===== config.mk =====
export PLATFORM = sky130hd
export DESIGN_NAME = axi_write_arbiter
export DESIGN_NICKNAME = d
export VERILOG_FILES = /design/src/rtl/axi_write_arbiter.sv
export SDC_FILE = /design/constraint.sdc
export NUM_CORES = 1
export LEC_CHECK = 0
export ABC_AREA = 1
export CAP_MARGIN = 10
export CORE_UTILIZATION = 45
export CTS_CLUSTER_DIAMETER = 100
export DETAILED_ROUTE_END_ITERATION = 6
export DONT_BUFFER_PORTS = 1
export MAX_ROUTING_LAYER = met4
export PLACE_DENSITY_LB_ADDON = 0.1
export RECOVER_POWER = 25
export SYNTH_ARGS = -nofsm -noshare
export SYNTH_HDL_FRONTEND = slang
export SYNTH_SLANG_ARGS = --single-unit
export TNS_END_PERCENT = 20

===== constraint.sdc =====
create_clock -name clk -period 2.8 [get_ports clk]
set_clock_uncertainty 0.1 [all_clocks]
set_input_delay 0.14 -clock clk [delete_from_list [all_inputs] [get_ports clk]]
set_output_delay 0.14 -clock clk [all_outputs]
set_load 0.02 [all_outputs]

===== src/rtl/axi_write_arbiter.sv =====
// axi_write_arbiter
// Sequences one AXI write transaction at a time (AW -> W -> B) for two masters.
// AW requests are arbitrated round-robin, and the winning address is decoded to
// S0, S1 or the default slave (SD). The grant is held until the B handshake
// completes. While it is held, only the selected slave and the granted master
// see AW/W handshake signals.
//
// Ports
//   clk, rst                     clock, asynchronous active-high reset
//   AWVALID_Mx/AWADDR_Mx/AWLEN_Mx master AW requests (x = 0, 1)
//   AWREADY_Sy                   slave AW ready (y = 0, 1, D)
//   AWREADY_Mx, AWVALID_Sy       gated AW handshake signals
//   WVALID_M, WLAST_M, WREADY_Sy W channel of the granted master / slaves
//   WREADY_M, WVALID_Sy          gated W handshake signals
//   BVALID_Sy, BREADY_M          B channel used to detect completion
//   grant                        one-hot {M1,M0}; steers the W/B muxes
//   slave_sel                    one-hot {S0,S1,SD}; steers the W/B muxes
//   busy                         transaction in flight
//   wlast_err                    one-cycle pulse, the cycle after a W beat
//                                whose WLAST disagrees with the beat count

module axi_write_arbiter #(
    parameter logic [31:0] S0_BASE     = 32'h0000_0000,
    parameter logic [31:0] S1_BASE     = 32'h0001_0000,
    parameter int          REGION_BITS = 16
) (
    input  logic        clk,
    input  logic        rst,
    input  logic        AWVALID_M0,
    input  logic        AWVALID_M1,
    input  logic [31:0] AWADDR_M0,
    input  logic [31:0] AWADDR_M1,
    input  logic [3:0]  AWLEN_M0,
    input  logic [3:0]  AWLEN_M1,
    input  logic        AWREADY_S0,
    input  logic        AWREADY_S1,
    input  logic        AWREADY_SD,
    output logic        AWREADY_M0,
    output logic        AWREADY_M1,
    output logic        AWVALID_S0,
    output logic        AWVALID_S1,
    output logic        AWVALID_SD,
    input  logic        WVALID_M,
    input  logic        WLAST_M,
    input  logic        WREADY_S0,
    input  logic        WREADY_S1,
    input  logic        WREADY_SD,
    output logic        WREADY_M,
    output logic        WVALID_S0,
    output logic        WVALID_S1,
    output logic        WVALID_SD,
    input  logic        BVALID_S0,
    input  logic        BVALID_S1,
    input  logic        BVALID_SD,
    input  logic        BREADY_M,
    output logic [1:0]  grant,
    output logic [2:0]  slave_sel,
    output logic        busy,
    output logic        wlast_err
);

    typedef enum logic [1:0] {IDLE, ADDR, DATA, RESP} state_t;

    state_t      state_q, state_d;
    logic [1:0]  grant_q, grant_d;
    logic [2:0]  sel_q, sel_d;
    logic [3:0]  len_q, len_d;
    logic [3:0]  cnt_q, cnt_d;
    logic        ptr_q, ptr_d;     // 0: M0 wins a tie, 1: M1 wins a tie
    logic        err_q, err_d;

    logic [2:0]  aw_valid_s, w_valid_s;
    logic        winner_m1;
    logic [31:0] win_addr;
    logic [3:0]  win_len;
    logic        aw_valid_g, aw_ready_sel, w_ready_sel, b_valid_sel;

    // XOR then shift compares only the region bits of the address.
    function automatic logic region_hit(input logic [31:0] addr, input logic [31:0] base);
        return ((addr ^ base) >> REGION_BITS) == 32'd0;
    endfunction

    function automatic logic [2:0] decode(input logic [31:0] addr);
        if (region_hit(addr, S0_BASE))      return 3'b100;
        else if (region_hit(addr, S1_BASE)) return 3'b010;
        else                                return 3'b001;
    endfunction

    // The pointer's master wins if it requests; otherwise the other master wins.
    assign winner_m1 = ptr_q ? AWVALID_M1 : ~AWVALID_M0;
    assign win_addr  = winner_m1 ? AWADDR_M1 : AWADDR_M0;
    assign win_len   = winner_m1 ? AWLEN_M1  : AWLEN_M0;

    // Signals of the granted master and the selected slave.
    assign aw_valid_g   = grant_q[1] ? AWVALID_M1 : AWVALID_M0;
    assign aw_ready_sel = |(sel_q & {AWREADY_S0, AWREADY_S1, AWREADY_SD});
    assign w_ready_sel  = |(sel_q & {WREADY_S0, WREADY_S1, WREADY_SD});
    assign b_valid_sel  = |(sel_q & {BVALID_S0, BVALID_S1, BVALID_SD});

    // NOTE: state uses non-blocking assignments so that every register samples
    // the values from before the edge, whatever the order of the statements.
    always_ff @(posedge clk or posedge rst) begin
        if (rst) begin
            state_q <= IDLE;
            grant_q <= 2'b00;
            sel_q   <= 3'b000;
            len_q   <= 4'd0;
            cnt_q   <= 4'd0;
            ptr_q   <= 1'b0;
            err_q   <= 1'b0;
        end else begin
            state_q <= state_d;
            grant_q <= grant_d;
            sel_q   <= sel_d;
            len_q   <= len_d;
            cnt_q   <= cnt_d;
            ptr_q   <= ptr_d;
            err_q   <= err_d;
        end
    end

    // NOTE: every signal gets a default at the top. Without it, a path that
    // does not assign the signal would infer a latch.
    always_comb begin
        state_d    = state_q;
        grant_d    = grant_q;
        sel_d      = sel_q;
        len_d      = len_q;
        cnt_d      = cnt_q;
        ptr_d      = ptr_q;
        err_d      = 1'b0;
        aw_valid_s = 3'b000;
        w_valid_s  = 3'b000;
        AWREADY_M0 = 1'b0;
        AWREADY_M1 = 1'b0;
        WREADY_M   = 1'b0;

        case (state_q)
            IDLE: begin
                if (AWVALID_M0 || AWVALID_M1) begin
                    grant_d = winner_m1 ? 2'b10 : 2'b01;
                    sel_d   = decode(win_addr);
                    len_d   = win_len;
                    state_d = ADDR;
                end
            end
            ADDR: begin
                aw_valid_s = sel_q & {3{aw_valid_g}};
                AWREADY_M0 = grant_q[0] & aw_ready_sel;
                AWREADY_M1 = grant_q[1] & aw_ready_sel;
                // If the master drops AWVALID without a handshake, stay in ADDR.
                if (aw_valid_g && aw_ready_sel) begin
                    cnt_d   = 4'd0;
                    state_d = DATA;
                end
            end
            DATA: begin
                w_valid_s = sel_q & {3{WVALID_M}};
                WREADY_M  = w_ready_sel;
                if (WVALID_M && w_ready_sel) begin
                    // The beat count ends the burst. WLAST only reports an error.
                    cnt_d = cnt_q + 4'd1;
                    err_d = WLAST_M != (cnt_q == len_q);
                    if (cnt_q == len_q) state_d = RESP;
                end
            end
            RESP: begin
                if (b_valid_sel && BREADY_M) begin
                    state_d = IDLE;
                    grant_d = 2'b00;
                    sel_d   = 3'b000;
                    ptr_d   = grant_q[0];   // the master that just finished loses the next tie
                end
            end
            default: state_d = IDLE;
        endcase
    end

    assign AWVALID_S0 = aw_valid_s[2];
    assign AWVALID_S1 = aw_valid_s[1];
    assign AWVALID_SD = aw_valid_s[0];
    assign WVALID_S0  = w_valid_s[2];
    assign WVALID_S1  = w_valid_s[1];
    assign WVALID_SD  = w_valid_s[0];
    assign grant      = grant_q;
    assign slave_sel  = sel_q;
    assign busy       = (state_q != IDLE);
    assign wlast_err  = err_q;

endmodule


# Yosys cells after proc, flatten, opt, wreduce, memory -nomap -nowiden
# Cells that the tools add are included.
[classes] add_sub_neg=1 mul=0 div_mod_pow=0 order_cmp=0 n_eq_ne=10 shifts=0 muxes=28 bitwise_logic=9 reduce_logical=18
[ops] cell="logical NOT 32 bit" count=2
[ops] cell="2-to-1 mux 32 bit" count=1
[ops] cell="2-to-1 mux 2 bit" count=8
[ops] cell="bitwise AND 3 bit" count=5
[ops] cell="2-to-1 mux 3 bit" count=5
[ops] cell="2-to-1 mux 4 bit" count=3
[ops] cell="!= test 2 bit, second input constant" count=5
[ops] cell="OR reduction 3 bit" count=3
[ops] cell="one-hot mux 2 bit (4 select lines)" count=1
[ops] cell="one-hot mux 4 bit (2 select lines)" count=1
[ops] cell="2-to-1 mux 1 bit" count=7
[ops] cell="one-hot mux 3 bit (2 select lines)" count=1
[ops] cell="AND reduction 3 bit" count=2
[ops] cell="nonzero test 2 bit" count=3
[ops] cell="AND reduction 5 bit" count=1
[ops] cell="adder 4 x 1 -> 4 bit, second input constant" count=1
[ops] cell="equality test 2 bit, second input constant" count=2
[ops] cell="equality test 4 bit" count=1
[ops] cell="one-hot mux 2 bit (2 select lines)" count=1
[ops] cell="AND reduction 2 bit" count=2
[ops] cell="logical AND 1 bit" count=3
[ops] cell="bitwise AND 1 bit" count=2
[ops] cell="equality test 2 x 1 -> 1 bit, second input constant" count=1
[ops] cell="logical NOT 2 bit" count=1
[ops] cell="other kinds (3)" count=4
[word_totals] regBits=17 latchBits=0 ramBits=0 mem_bits_ro=0 in_bits=88 output_inout_bits=16 wordCells=73 mem_count=0

# Logic depth before layout (Yosys ltp)
[logic_depth] depth_word=9 depth_mapped=10 mapped_depth_nobuf=10

# Least setup slack after synthesis
# No wires, ideal clock.
[synth_timing] path_kind="register to output" from="register state_q[0]" to="output port WVALID_S0" arrival_ns=1.343 required_ns=2.560 path_slack_ns=1.217 path_stages_with_launch=6 n_path_buf=1 path_cell_list="dfrtp_1 > inv_1 > ha_1 > buf_2 > inv_1 > nor3_1"
[synth_between] elab_chain_len=2
[synth_lines] item="from (decl)" line="64" text="state_t state_q, state_d;"
[synth_lines] item="from (signal assigned)" line="112" text="state_q <= state_d;"
[synth_lines] item="equality test 2 bit" line="138" text="case (state_q)"
[synth_lines] item="2-to-1 mux 3 bit" line="138"
[synth_lines] item="to (decl)" line="49" text="output logic WVALID_S0,"
# Every way passes these cells.

# Worst setup path in the final report
[layout_timing] from="register state_q[1]" to="register len_q[1]"
[layout_between] elab_chain_len=2
[layout_lines] item="logical NOT 2 bit" line="138"
[layout_lines] item="AND reduction 2 bit (no source line)"
[layout_lines] item="to (signal assigned)" line="115" text="len_q <= len_d;"
[layout_lines] item="to (decl)" line="67" text="logic [3:0] len_q, len_d;"
# Every way passes these cells.
# A chain may end at the register's enable or synchronous reset.

==> out/qor.txt <==
Hold violation count in the final report: 0
Die Ht: 56.5 um
Crit path kind: flop to flop
Synthesis warning total: 0
Row cnt: 19
Drt drc: 0
Min-Delay Path Class: input pin to flop
Reg-to-Reg Start: state_q[1]
Clock Tree Buf Depth: 2
Synthesized Nets: 297
Routed via count: 1289
Critical Path AT: 2.29 ns
Worst setup EP type: flop
I/O Pins: 104
Sink Count: 17
Die area: 0.00319 mm^2
Die X: 56.5 um
Worst slew margin: 0.568
WL/cell: 11.9 um
Post-DP Area: 0.00137 mm^2
Final Cycle Share: 0.774
Worst-path clk slew: 0.11 ns
Min Tclk post-route: 2.17 ns
Iter 0 DRT Violations: 35
Final hold slack: 0.0255 ns
Grt met3 use: 0.0461
Storage element area: 425 um^2
Root Driver: clkbuf_4
Seq cells post-synth: 17
Clock Latency Late Sink: 0.29 ns
Detailed Routing Iterations Pass 1: 4
Register-to-Register Path Depth: 7
Nets: 314
Met1 Use GR: 0.233
Core area: 0.00278 mm^2
CTS tree: built
Worst Tran Pin Value: 0.648 ns
Critical path origin: state_q[1]
CP Max Fanout: 9
Largest net degree at the start of global routing: 18
Status: complete, no violations
Final WL: 2.99 mm
Drt via density: 5.14
Syn_area_per_cell: 6.56 um^2
Register-to-register setup slack: 0.63 ns
Pwr dens: 919 mW/mm^2
H-tree depth: 1
Final TNS setup: 0 ns
Multi-input gate area: 779 um^2
Final instance area: 0.00152 mm^2
Crit start category: flop
Final Max Slew Viols: 0
Congestion Overflow GR: 0
Area Growth Syn to Fin: 13.9%
Critical Path End: len_q[1]
Clock buffer count from CTS: 3
Routability congestion estimate: 0.755
Post-DP HPWL: 2.30 mm
Leakage: 0.790 nW
Initial antenna violation count: 0
Gate Count Post-Synth: 204
Final setup violation count: 0
# diodes: 0
Post-synthesis sequential area ratio: 0.318
ANT nets after route: 0
Most Used Layer, Global Route: met2
Worst R2R End: len_q[1]
Unrepaired setup endpoints after global routing: no
Worst IR drop on VDD: 0.695 mV
Req. time, crit path: 2.93 ns
Worst slack at placement: 1.02 ns
Vias in the first global route: 1258
Buffers on Ports: 0
Gr usage total: 0.208
Mapped cell area: 0.00134 mm^2
Met2 GRT Util: 0.365
Total of max-cap violations: 0
Layout cells sized above 1: 0.127
Final WS setup: 0.632 ns
FILL cells: 253
Synth cell types: 24
First-pass GRT wire length: 5.15 mm
Fmax: 461 MHz
Initial core utilization: 0.481
routing by layer:
metal | part of all wire | vias to the layer above | wire length [um]
met5 | 0 | - | 0
met4 | 0.011 | 0 | 33
met3 | 0.053 | 4 | 159
met2 | 0.52 | 42 | 1560
met1 | 0.41 | 581 | 1240
li1 | - | 662 | -
worst max-delay path, cell delays in order (launching register included):
cell and delay (ns):
dfrtp_1 0.45, inv_1 0.10, ha_1 0.23, inv_2 0.12
a21oi_4 0.24, o21ai_0 0.16, o22ai_1 0.13, dlygate4sd3_1 0.56
cell usage after synthesis (all sizes together):
cell / number / area share
nand2: 76 / 0.24
inv: 31 / 0.087
nor2: 30 / 0.094
dfrtp: 17 / 0.32
nand3: 14 / 0.056
o21ai: 14 / 0.064
ha: 5 / 0.047
o22ai: 4 / 0.019
nor3: 3 / 0.011
buf: 2 / 0.012
nand4: 2 / 0.0094
or2: 2 / 0.0094
xor2: 2 / 0.013
a21oi: 1 / 0.012
o211ai: 1 / 0.0094
report_power, final:
part	internal [mW]	total, mW	switching [mW]
clock network	0.0553	0.134	0.0790
logic	0.307	0.802	0.495
registers	0.340	0.463	0.123
how the worst min path moves through the flow:
stage                  startpoint            to  slack (ns)  depth (start not counted)
global placement              rst    state_q[1]        0.05                          1
floorplan                     rst      cnt_q[0]       -0.03                          1
finish              AWADDR_M1[17]  slave_sel[1]        0.03                          5
detailed placement            rst     wlast_err        0.06                          1
global route        AWADDR_M1[17]  slave_sel[1]        0.06                          5
CTS                 AWADDR_M1[17]  slave_sel[1]        0.02                          5
state kept, by name, summed over array words and instances, names as in the netlist:
signal,flops
cnt_q,4
len_q,4
slave_sel,3
grant,2
state_q,2
ptr_q,1
wlast_err,1
repair_timing:
action / CTS / global route
hold buffers: 13 / 0
buffers inserted: 0 / 0
setup endpoints to repair: 0 / 0
gates resized for setup: 0 / 0
hold endpoints to repair: 24 / 0
layout by cell type, fill, tap and decap left out:
cell            n
nand2_1        68
inv_1          27
nor2_1         27
dfrtp_1        17
nand3_1        13
dlygate4sd3_1  13
nand2_2         5
o21ai_1         5
o21ai_0         5
ha_1            5
inv_2           4
o21ai_2         4
o22ai_1         4
nand2_4         3
nor3_1          3
clkbuf_4        3
nand4_1         2
or2_2           2
nor2_2          2
xor2_1          2
nand3_2         1
a21oi_4         1
o211ai_2        1
nor2_4          1
clkbuf_1        1
buf_4           1
cell families after synthesis:
family / synth area share
compound gates: 0.104
xor+xnor: 0.0131
fa+ha+maj: 0.0468
buf+inv: 0.0992
flops: 0.318
simple gates: 0.419
metrics by stage:
| step | utilization | instances | power, mW |
|---|---|---|---|
| after global placement | 0.492 | 234 | 1.19 |
| final | 0.548 | 251 | 1.40 |
| after CTS | 0.548 | 251 | 1.40 |
| after detailed placement | 0.492 | 234 | 1.20 |
| after global routing | 0.548 | 251 | 1.55 |
| after floorplan | - | 204 | 1.07 |
layout make-up:
cell class              count  share of cell area
multi-input cells         154               0.511
flip-flops and latches     17               0.279
repair buffers             14              0.0903
inverters                  31              0.0764
well taps                  31              0.0255
clock buffers               4              0.0172
No activity file was read; power rests on OpenSTA's default activity.
